## src/rtl/urt_rx_pkg.sv

```systemverilog
// Shared definitions for the UART receiver control path: state encoding,
// legal oversampling range and the mid-bit check-point helper.
package urt_rx_pkg;

    typedef enum logic [2:0] {
        URT_IDLE   = 3'd0,
        URT_START  = 3'd1,
        URT_DATA   = 3'd2,
        URT_PARITY = 3'd3,
        URT_STOP   = 3'd4
    } urt_state_e;

    localparam int unsigned MIN_PRESCALE = 8;
    localparam int unsigned MAX_PRESCALE = 32;

    // Oversample index at which a bit is checked: two ticks past the centre,
    // giving the line time to settle after the nominal mid-bit point.
    function automatic logic [7:0] chk_offset(input logic [7:0] prescale);
        return (prescale >> 1) + 8'd2;
    endfunction

endpackage

```

## src/rtl/edge_bit_counter_urt_rx.sv

```systemverilog
// Oversampling edge counter and frame bit counter for the UART receiver.
// Both counters sit at zero while disabled; the edge counter wraps at
// prescale-1 and each wrap advances the bit counter.
module edge_bit_counter_urt_rx
    import urt_rx_pkg::*;
#(
    parameter int PRESC_W = 6
) (
    input  logic               clk,
    input  logic               rst_n,
    input  logic               enable,
    input  logic [PRESC_W-1:0] prescale,
    output logic [PRESC_W-1:0] edge_cnt,
    output logic [3:0]         bit_cnt
);

    logic [PRESC_W-1:0] edge_cnt_q, edge_cnt_d;
    logic [3:0]         bit_cnt_q,  bit_cnt_d;
    logic               last_edge;

    assign last_edge = (edge_cnt_q == prescale - PRESC_W'(1));

    // Next count: clear when disabled, otherwise advance and wrap at end of bit.
    always_comb begin
        edge_cnt_d = '0;
        bit_cnt_d  = '0;
        if (enable) begin
            if (last_edge) begin
                edge_cnt_d = '0;
                bit_cnt_d  = bit_cnt_q + 4'd1;
            end else begin
                edge_cnt_d = edge_cnt_q + PRESC_W'(1);
                bit_cnt_d  = bit_cnt_q;
            end
        end
    end

    // Counter registers.
    always_ff @(posedge clk or negedge rst_n) begin
        if (!rst_n) begin
            edge_cnt_q <= '0;
            bit_cnt_q  <= '0;
        end else begin
            edge_cnt_q <= edge_cnt_d;
            bit_cnt_q  <= bit_cnt_d;
        end
    end

    assign edge_cnt = edge_cnt_q;
    assign bit_cnt  = bit_cnt_q;

endmodule

```

## src/rtl/fsm_urt_rx.sv

```systemverilog
// UART receiver frame-control FSM.
// Tracks start / data / optional parity / stop of one frame, pulses the
// check-stage enables at the mid-bit check point and flags accepted frames.
// Optional build macro URT_RX_FRAME_ERR_EN adds frm_err_FSM, a one-cycle
// pulse for every rejected frame (start glitch, parity or stop error).
//
//   state  | meaning
//   IDLE   | line idle, counters cleared, waiting for a low level
//   START  | start bit; start check at M, glitch decision at E
//   DATA   | DATA_W data bits; deserializer strobe at M of each bit
//   PARITY | parity bit (only if latched on); parity check at M
//   STOP   | stop check at M, verdict at M+1, then back to IDLE early
module fsm_urt_rx
    import urt_rx_pkg::*;
#(
    parameter int DATA_W  = 8,
    parameter int PRESC_W = 6
) (
    input  logic               CLK_FSM,
    input  logic               RST_FSM,
    input  logic               RX_IN_FSM,
    input  logic               PAR_EN_FSM,
    input  logic [PRESC_W-1:0] Prescale_FSM,
    input  logic               strt_glitch_FSM,
    input  logic               par_err_FSM,
    input  logic               stp_err_FSM,
    output logic               dat_samp_en_FSM,
    output logic               strt_chk_en_FSM,
    output logic               deser_en_FSM,
    output logic               par_chk_en_FSM,
    output logic               stp_chk_en_FSM,
    output logic               data_valid_FSM,
    output logic [PRESC_W-1:0] edge_cnt_FSM,
    output logic [3:0]         bit_cnt_FSM
`ifdef URT_RX_FRAME_ERR_EN
    ,
    output logic               frm_err_FSM
`endif
);

    localparam logic [2:0] IDLE   = URT_IDLE;
    localparam logic [2:0] START  = URT_START;
    localparam logic [2:0] DATA   = URT_DATA;
    localparam logic [2:0] PARITY = URT_PARITY;
    localparam logic [2:0] STOP   = URT_STOP;

    logic [2:0]         state_q, state_d;
    logic [PRESC_W-1:0] presc_q, presc_d;
    logic               par_en_q, par_en_d;
    logic               samp_en_q, samp_en_d;
    logic               strt_chk_q, strt_chk_d;
    logic               deser_q, deser_d;
    logic               par_chk_q, par_chk_d;
    logic               stp_chk_q, stp_chk_d;
    logic               stp_eval_q, stp_eval_d;

    logic [PRESC_W-1:0] presc_clamped;
    logic [PRESC_W-1:0] edge_cnt;
    logic [3:0]         bit_cnt;
    logic [PRESC_W-1:0] pt_mid, pt_mid_m1, pt_end;
    logic               at_mid_m1, at_mid, at_end;
    logic               frame_start;
    logic               frame_err;
    logic               cnt_en;

    assign pt_mid    = PRESC_W'(chk_offset(8'(presc_q)));
    assign pt_mid_m1 = pt_mid - PRESC_W'(1);
    assign pt_end    = presc_q - PRESC_W'(1);

    assign at_mid_m1 = (edge_cnt == pt_mid_m1);
    assign at_mid    = (edge_cnt == pt_mid);
    assign at_end    = (edge_cnt == pt_end);

    assign frame_start = (state_q == IDLE) && !RX_IN_FSM;

    // An out-of-range prescale would break the check-point arithmetic, so
    // the latched ratio is forced even and clamped into the legal window.
    always_comb begin
        presc_clamped = Prescale_FSM & ~PRESC_W'(1);
        if (Prescale_FSM < PRESC_W'(MIN_PRESCALE)) begin
            presc_clamped = PRESC_W'(MIN_PRESCALE);
        end else if (Prescale_FSM > PRESC_W'(MAX_PRESCALE)) begin
            presc_clamped = PRESC_W'(MAX_PRESCALE);
        end
    end

    // Next-state logic.
    always_comb begin
        state_d = state_q;
        case (state_q)
            IDLE:    if (!RX_IN_FSM) state_d = START;
            START:   if (at_end) state_d = strt_glitch_FSM ? IDLE : DATA;
            DATA:    if (at_end && (bit_cnt == 4'(DATA_W))) state_d = par_en_q ? PARITY : STOP;
            PARITY:  if (at_end) state_d = STOP;
            STOP:    if (stp_eval_q) state_d = IDLE;
            default: state_d = IDLE;
        endcase
    end

    // Frame configuration latch and registered strobes; each enable is decoded
    // one tick early so the flop output lines up with the check point M.
    always_comb begin
        presc_d    = frame_start ? presc_clamped : presc_q;
        par_en_d   = frame_start ? PAR_EN_FSM    : par_en_q;
        samp_en_d  = (state_d != IDLE);
        strt_chk_d = (state_q == START)  && at_mid_m1;
        deser_d    = (state_q == DATA)   && at_mid_m1;
        par_chk_d  = (state_q == PARITY) && at_mid_m1;
        stp_chk_d  = (state_q == STOP)   && at_mid_m1;
        stp_eval_d = (state_q == STOP)   && at_mid;
    end

    // The counters must read zero on the first START cycle and on entry to
    // IDLE, so they only run while the FSM both is and stays inside a frame.
    assign cnt_en = (state_q != IDLE) && (state_d != IDLE);

    edge_bit_counter_urt_rx #(
        .PRESC_W (PRESC_W)
    ) u_cnt (
        .clk      (CLK_FSM),
        .rst_n    (RST_FSM),
        .enable   (cnt_en),
        .prescale (presc_q),
        .edge_cnt (edge_cnt),
        .bit_cnt  (bit_cnt)
    );

    // State, frame configuration and strobe registers.
    always_ff @(posedge CLK_FSM or negedge RST_FSM) begin
        if (!RST_FSM) begin
            state_q    <= IDLE;
            presc_q    <= PRESC_W'(MIN_PRESCALE);
            par_en_q   <= 1'b0;
            samp_en_q  <= 1'b0;
            strt_chk_q <= 1'b0;
            deser_q    <= 1'b0;
            par_chk_q  <= 1'b0;
            stp_chk_q  <= 1'b0;
            stp_eval_q <= 1'b0;
        end else begin
            state_q    <= state_d;
            presc_q    <= presc_d;
            par_en_q   <= par_en_d;
            samp_en_q  <= samp_en_d;
            strt_chk_q <= strt_chk_d;
            deser_q    <= deser_d;
            par_chk_q  <= par_chk_d;
            stp_chk_q  <= stp_chk_d;
            stp_eval_q <= stp_eval_d;
        end
    end

    // The verdict cycle (STOP, edge M+1) is a registered strobe; the check
    // stages only produce their result in that same cycle, so the accept
    // pulse is that strobe gated by the returned error flags.
    assign frame_err = stp_err_FSM | (par_en_q & par_err_FSM);

    assign dat_samp_en_FSM = samp_en_q;
    assign strt_chk_en_FSM = strt_chk_q;
    assign deser_en_FSM    = deser_q;
    assign par_chk_en_FSM  = par_chk_q;
    assign stp_chk_en_FSM  = stp_chk_q;
    assign data_valid_FSM  = stp_eval_q & ~frame_err;
    assign edge_cnt_FSM    = edge_cnt;
    assign bit_cnt_FSM     = bit_cnt;

`ifdef URT_RX_FRAME_ERR_EN
    logic strt_end_q, strt_end_d;

    // Registered marker for the last START tick, where a glitch is rejected.
    always_comb begin
        strt_end_d = (state_q == START) && (edge_cnt == presc_q - PRESC_W'(2));
    end

    // Start-end marker register.
    always_ff @(posedge CLK_FSM or negedge RST_FSM) begin
        if (!RST_FSM) begin
            strt_end_q <= 1'b0;
        end else begin
            strt_end_q <= strt_end_d;
        end
    end

    assign frm_err_FSM = (strt_end_q & strt_glitch_FSM) | (stp_eval_q & frame_err);
`endif

endmodule
```

## config.mk

```make
export PLATFORM = sky130hd
export DESIGN_NAME = fsm_urt_rx
export DESIGN_NICKNAME = d
export VERILOG_FILES = /design/src/rtl/urt_rx_pkg.sv /design/src/rtl/edge_bit_counter_urt_rx.sv /design/src/rtl/fsm_urt_rx.sv
export SDC_FILE = /design/constraint.sdc
export NUM_CORES = 1
export LEC_CHECK = 0
export ABC_AREA = 1
export CAP_MARGIN = 5
export CORE_MARGIN = 10
export CORE_UTILIZATION = 56
export CTS_CLUSTER_DIAMETER = 80
export DETAILED_ROUTE_END_ITERATION = 10
export PLACE_DENSITY = 0.81
export SYNTH_ARGS = -nofsm -noshare
export SYNTH_HDL_FRONTEND = slang
export SYNTH_SLANG_ARGS = --single-unit
```

## constraint.sdc

```tcl
create_clock -name CLK_FSM -period 5.4 [get_ports CLK_FSM]
set_clock_uncertainty 0.15 [all_clocks]
set_input_delay 1.08 -clock CLK_FSM [delete_from_list [all_inputs] [get_ports CLK_FSM]]
set_output_delay 1.08 -clock CLK_FSM [all_outputs]
set_load 0.02 [all_outputs]
```

==> summary.txt, run 1 <==
result of the run = completed
synth warn = 0
part of the Yosys area used for sequential elements = 0.3899
total overflow reported by the global router = 0
IO Port Bufs = 28
total number of H-tree levels = 1
synthesis-to-finish area growth = 21.01%
Netlist cell types = 28
Hold WC Path Type = flip-flop to flip-flop
Routed WL per cell = 12.88 um
Clock Latency Late Sink = 0.33 ns
area of the die = 5414 sq um
static leakage = 0.9596 nW
cell with the most instances on the worst path = sky130_fd_sc_hd__clkdlybuf4s50_1
Arrival @ worst endpoint = 2.34 ns
Net Count, Synth = 234
area of the mapped netlist = 1608 sq um
filler-free cell count of the finished design = 274
GRT Resource Usage Total = 0.1405
Clock Sink Count = 25
RD Place Congestion = 0.9340
NumNets Final = 266
Num CTS Buffers = 3
number of vias per cell after detailed routing = 5.270
Max Fclk = 280.4 MHz
Post-route DRC = 0
slew of the pin with the lowest slew margin = 1.097 ns
storage element area = 626.9 sq um
filler instances = 230
Starting Density = 0.5830
antenna violations before repair = 0
maximum number of pins on one net before global-route repair = 26
buffer type at the clock tree root = sky130_fd_sc_hd__clkbuf_4
detailed placer's ending HPWL = 2802 um
iteration count of the initial detailed-routing pass = 4
critical path startpoint category = input port
worst voltage drop across the vdd grid = 0.0003464 V
biggest cell delay along the critical path = 0.64 ns
total negative slack for setup checks = 0 ns
ratio of total power to cell area = 481.4 nW/um^2
violation count after the first detailed-routing iteration = 91
standard-cell row count = 19
average cell area after synthesis = 7.584 sq um
ordered list of cells on the worst path = clkdlybuf4s50_1 -> a211oi_1 -> clkdlybuf4s50_1
fraction of layout cells with a size suffix above 1 = 0.06173
number of global-route vias before repair = 1432
total of cells resized after clock tree synthesis = 0
wire length after detailed routing = 3528 um
final-report max-slew violation count = 0
Total Power = 0.0009367 W
post-route clock period utilization = 0.6605
RSZ-0062 raised after global routing = false
Core Footprint = 2758 sq um
clock slew at the register clock pins of the worst setup and hold paths = 0.14 ns
count of buffers added by post-CTS timing repair for setup = 0
tightest slew margin relative to the limit = 0.2664
CTS tree = built
Antenna Nets Post-Route = 0
final setup vio count = 0
Final Hold Vio Count = 0
Inst Count DP = 270
floorplan die height = 73.58 um
Worst Setup End Kind = output pin
Horiz. Die Dim = 73.58 um
required time of the critical path = 4.17 ns
Ant. Diodes = 0
final critical delay including setup and external delays = 3.567 ns
CP Class = input port to output pin
cell with the largest stage delay on the worst path = sky130_fd_sc_hd__clkdlybuf4s50_1
hold-fix buffer count after cts = 0
detailed-route via count = 1444
Top-Level Pins = 29
Max clock buf depth = 2
peak fanout along the critical path = 1
max_cap viols = 0
global-route wire length before repair = 6134 um
flop and latch count out of synthesis = 25
area of the multi-input gates = 849.6 sq um
post-synthesis instance total = 212
-- layout by cell type (no fill, tap or decap), types with 2 or more instances in the layout --
cell	n
sky130_fd_sc_hd__o22ai_1	2
sky130_fd_sc_hd__inv_1	30
sky130_fd_sc_hd__nand3_2	2
sky130_fd_sc_hd__ha_1	9
sky130_fd_sc_hd__nand4_1	4
sky130_fd_sc_hd__o21ai_0	9
sky130_fd_sc_hd__a21oi_1	4
sky130_fd_sc_hd__xor2_1	10
sky130_fd_sc_hd__nand3_1	15
sky130_fd_sc_hd__inv_2	2
sky130_fd_sc_hd__nand2_1	53
sky130_fd_sc_hd__nor2_1	29
sky130_fd_sc_hd__clkbuf_4	3
sky130_fd_sc_hd__clkdlybuf4s50_1	28
sky130_fd_sc_hd__nor4_1	2
sky130_fd_sc_hd__dfrtp_1	24
sky130_fd_sc_hd__xnor2_1	4
-- logic make-up after synthesis --
logic type,after synthesis,share of synthesized area
XOR/XNOR,14,0.07626
flip-flops,25,0.3899
AND/OR/NAND/NOR,114,0.3237
AO/OA/AOI/OAI,17,0.05837
adder cells (fa/ha/maj),9,0.07004
buffers and inverters,33,0.08171
-- final cells by class --
| class | instances | share of cell area |
|---|---|---|
| Clock buffer | 3 | 0.01158 |
| Clock inverter | 1 | 0.003859 |
| Inverter | 32 | 0.06174 |
| Sequential cell | 25 | 0.3222 |
| Multi-Input combinational cell | 154 | 0.4367 |
| Tap cell | 31 | 0.01994 |
| Timing Repair Buffer | 28 | 0.1441 |
-- synth_stat cells, drive strengths merged --
master | number | area share
nor2 | 31 | 0.079
nand3b | 1 | 0.0047
buf | 1 | 0.0070
xnor2 | 4 | 0.022
a21oi | 4 | 0.012
nand3 | 18 | 0.070
nand2 | 55 | 0.13
dfstp | 1 | 0.016
inv | 32 | 0.075
nor3 | 1 | 0.0031
ha | 9 | 0.070
and3b | 1 | 0.0054
o2111ai | 1 | 0.0054
xor2 | 10 | 0.054
nand4 | 4 | 0.016
dfrtp | 24 | 0.37
a211oi | 1 | 0.0047
or2 | 1 | 0.0039
o22ai | 2 | 0.0078
o21ai | 9 | 0.028
nor4 | 2 | 0.0078
-- worst paths after layout --
kind	slack, ns	from	endpoint	cells past startpoint
worst max-delay path	1.83	par_err_FSM	data_valid_FSM	3
max in group asynchronous	3.28	RST_FSM	u_cnt.edge_cnt[5]$_DFF_PN0_	1
min in group asynchronous	1.17	RST_FSM	u_cnt.edge_cnt[0]$_DFF_PN0_	1
worst min register to register	0.42	state_q[0]$_DFF_PN0_	stp_chk_en_FSM$_DFF_PN0_	3
worst min-delay path	0.42	state_q[0]$_DFF_PN0_	stp_chk_en_FSM$_DFF_PN0_	3
worst max register to register	2.93	presc_q[2]$_DFFE_PN0P_	u_cnt.edge_cnt[0]$_DFF_PN0_	16
-- power breakdown --
part,switching [W],leakage (nW),internal [W]
combinational,0.000319,0.624,0.000210
sequential,0.0000767,0.321,0.000242
clock,0.0000606,0.0139,0.0000284
total,0.000456,0.960,0.000481
-- state kept, by name (all words and copies together) (netlist names) --
signal	cells
u_cnt.edge_cnt	6
presc_q	5
u_cnt.bit_cnt	4
state_q	3
dat_samp_en_FSM	1
deser_en_FSM	1
par_chk_en_FSM	1
par_en_q	1
stp_chk_en_FSM	1
stp_eval_q	1
strt_chk_en_FSM	1
-- routing by layer --
| metal | routed length (um) | track usage |
|---|---|---|
| met1 | 1602 | 0.1760 |
| met2 | 1672 | 0.2301 |
| met3 | 205 | 0.03230 |
| met4 | 47 | 0.04762 |
| met5 | 0 | 0 |
-- critical path, delay by kind of cell --
family / cells / cell delay [ns]
buf+inv: 2 / 1.03
compound gates: 1 / 0.22
-- per-stage QoR --
stage | hold WS, ns | setup slack (ns) | area, sq um | utilization
after detailed placement | 0.3995 | 1.829 | 1916 | 0.6946
after CTS | 0.4216 | 1.820 | 1946 | 0.7055
final | 0.4239 | 1.833 | 1946 | 0.7055
after global placement | 0.3940 | 1.825 | 1916 | 0.6946
after global routing | 0.4872 | 1.746 | 1946 | 0.7055
after floorplan | 0.3654 | 2.520 | 1608 | -
No activity file was read; power rests on OpenSTA's default activity.
==> run 2: changes to the inputs <==
--- a/config.mk
+++ b/config.mk
@@ -8,10 +8,10 @@
 export ABC_AREA = 1
 export CAP_MARGIN = 5
 export CORE_MARGIN = 10
-export CORE_UTILIZATION = 56
+export CORE_UTILIZATION = 47
 export CTS_CLUSTER_DIAMETER = 80
 export DETAILED_ROUTE_END_ITERATION = 10
-export PLACE_DENSITY = 0.81
+export PLACE_DENSITY = 0.73
 export SYNTH_ARGS = -nofsm -noshare
 export SYNTH_HDL_FRONTEND = slang
 export SYNTH_SLANG_ARGS = --single-unit
==> constraint.sdc (replaced) <==
create_clock -name CLK_FSM -period 2.9 [get_ports CLK_FSM]
set_clock_uncertainty 0.15 [all_clocks]
set_input_delay 0.58 -clock CLK_FSM [delete_from_list [all_inputs] [get_ports CLK_FSM]]
set_output_delay 0.58 -clock CLK_FSM [all_outputs]
set_load 0.02 [all_outputs]
==> run 2 against run 1 <==
Hold slack got worse by 0.012 ns. Critical path depth unchanged. Worst setup slack got worse by 1.5 ns. Core utilization fell by 11 points. Sequential share of layout area shrank 0.55 points. Register-to-register slack lost 2.4 ns. Final area increased by 1.7%. Via count decreased by 4.8%. Combinational power increased by 86%. Power is 87% higher. Critical endpoint unchanged.
==> summary.txt, run 2 (same netlist as run 1, synthesis figures left out) <==
total overflow reported by the global router = 0
Post-Place Worst Slack = 0.2899 ns
total negative slack for setup checks = 0 ns
number of global-route vias before repair = 1283
Max Fclk = 387.8 MHz
hold-fix buffer count after cts = 0
iteration count of the initial detailed-routing pass = 4
global-route wire length before repair = 6147 um
GRT Resource Usage Total = 0.1215
total of cells resized after clock tree synthesis = 0
slew of the pin with the lowest slew margin = 0.5279 ns
Starting Density = 0.4856
PnR worst setup slack = 0.3212 ns
Final Hold Vio Count = 0
clock slew at the register clock pins of the worst setup and hold paths = 0.15 ns
Clock Latency Late Sink = 0.34 ns
IO Port Bufs = 28
Total Power = 0.001751 W
switching power of the nets = 0.0008529 W
wire length after detailed routing = 3538 um
static leakage = 0.9698 nW
worst hold slack = 0.4122 ns
switch share = 0.4871
max_cap viols = 0
worst voltage drop across the vdd grid = 0.0005289 V
commonest non-fill, non-tap cell in the layout = sky130_fd_sc_hd__nand2_1
ratio of total power to cell area = 884.7 nW/um^2
setup slack of the worst register-to-register path = 0.49 ns
detailed placer's ending HPWL = 2883 um
peak fanout along the critical path = 1
total number of H-tree levels = 1
final setup vio count = 0
RD Place Congestion = 0.8577
NumNets Final = 268
Routed WL per cell = 12.16 um
area of the die = 6160 sq um
Horiz. Die Dim = 78.49 um
final-report max-slew violation count = 0
Num CTS Buffers = 3
antenna violations before repair = 0
Hold WC Path Type = input port to asynchronous set/reset pin
worst reg2reg path depth = 16
maximum number of pins on one net before global-route repair = 16
CP Class = input port to output pin
CTS tree = built
tightest slew margin relative to the limit = 0.6470
Post-route DRC = 0
standard-cell row count = 21
floorplan die height = 78.49 um
Worst Setup End Kind = output pin
result of the run = completed
fraction of layout cells with a size suffix above 1 = 0.06939
Arrival @ worst endpoint = 1.85 ns
cell-internal power = 0.0008982 W
combinational share of power = 0.562
detailed-route via count = 1375
Top-Level Pins = 29
Antenna Nets Post-Route = 0
max reg flops = 6
number of vias per cell after detailed routing = 4.725
Clock Power Share = 0.098
synthesis-to-finish area growth = 23.11%
RSZ-0062 raised after global routing = false
top library cells by usage in the layout, fill and taps aside = sky130_fd_sc_hd__nand2_1, sky130_fd_sc_hd__inv_1, sky130_fd_sc_hd__nor2_1
Ant. Diodes = 0
Max clock buf depth = 2
Layout Utilization = 0.5979
final critical delay including setup and external delays = 2.579 ns
share of power burned in registers = 0.340
buffer type at the clock tree root = sky130_fd_sc_hd__clkbuf_4
Clock Sink Count = 25
violation count after the first detailed-routing iteration = 82
count of buffers added by post-CTS timing repair for setup = 0
Core Footprint = 3311 sq um
critical path startpoint category = input port
post-route clock period utilization = 0.8892
required time of the critical path = 2.17 ns
## run 2: area by class of cell
class,instances,area [sq um]
clock inverters,1,7.507
repair buffers,30,295.3
well taps,46,57.56
inverters,32,120.1
clock buffers,3,22.52
flip-flops and latches,25,626.9
multi-input cells,154,849.6
fillers,317,1331
## run 2: path summary, 6_finish.rpt
| check | start | endpoint |
|---|---|---|
| worst max-delay path | par_err_FSM | data_valid_FSM |
| worst min-delay path | RST_FSM | par_chk_en_FSM$_DFF_PN0_ |
| worst max register to register | presc_q[1]$_DFFE_PN0P_ | u_cnt.bit_cnt[3]$_DFFE_PN0P_ |
| worst min register to register | state_q[1]$_DFF_PN0_ | par_chk_en_FSM$_DFF_PN0_ |
| max in group asynchronous | RST_FSM | u_cnt.edge_cnt[1]$_DFF_PN0_ |
| min in group CLK_FSM | state_q[1]$_DFF_PN0_ | par_chk_en_FSM$_DFF_PN0_ |
## run 2: routing by layer
layer,vias to the layer above,wire [um],GRT usage
li1,735,-,-
met1,615,1613,0.1555
met2,20,1697,0.1949
met3,5,156,0.02164
met4,0,71,0.05376
met5,-,0,0
## run 2: power groups by stage
stage          registers (W)  logic, W  clock network (W)
6_report            0.000595  0.000985           0.000171
4_1_cts             0.000595  0.000995           0.000179
5_1_grt             0.000617   0.00112           0.000189
2_1_floorplan       0.000619  0.000696                  0
3_5_place_dp        0.000603  0.000988                  0
3_3_place_gp        0.000599  0.000968                  0
## run 2: critical path, cell delays in order
cell and delay (ns):
sky130_fd_sc_hd__clkdlybuf4s50_1 0.40, sky130_fd_sc_hd__a211oi_1 0.23, sky130_fd_sc_hd__clkdlybuf4s50_1 0.64
## run 2: per-stage QoR
| step | cells | cell area [sq um] |
|---|---|---|
| 6_report | 291 | 1979 |
| 5_1_grt | 291 | 1979 |
| 4_1_cts | 291 | 1979 |
| 3_5_place_dp | 287 | 1949 |
| 3_3_place_gp | 287 | 1949 |
| 2_1_floorplan | 212 | 1608 |
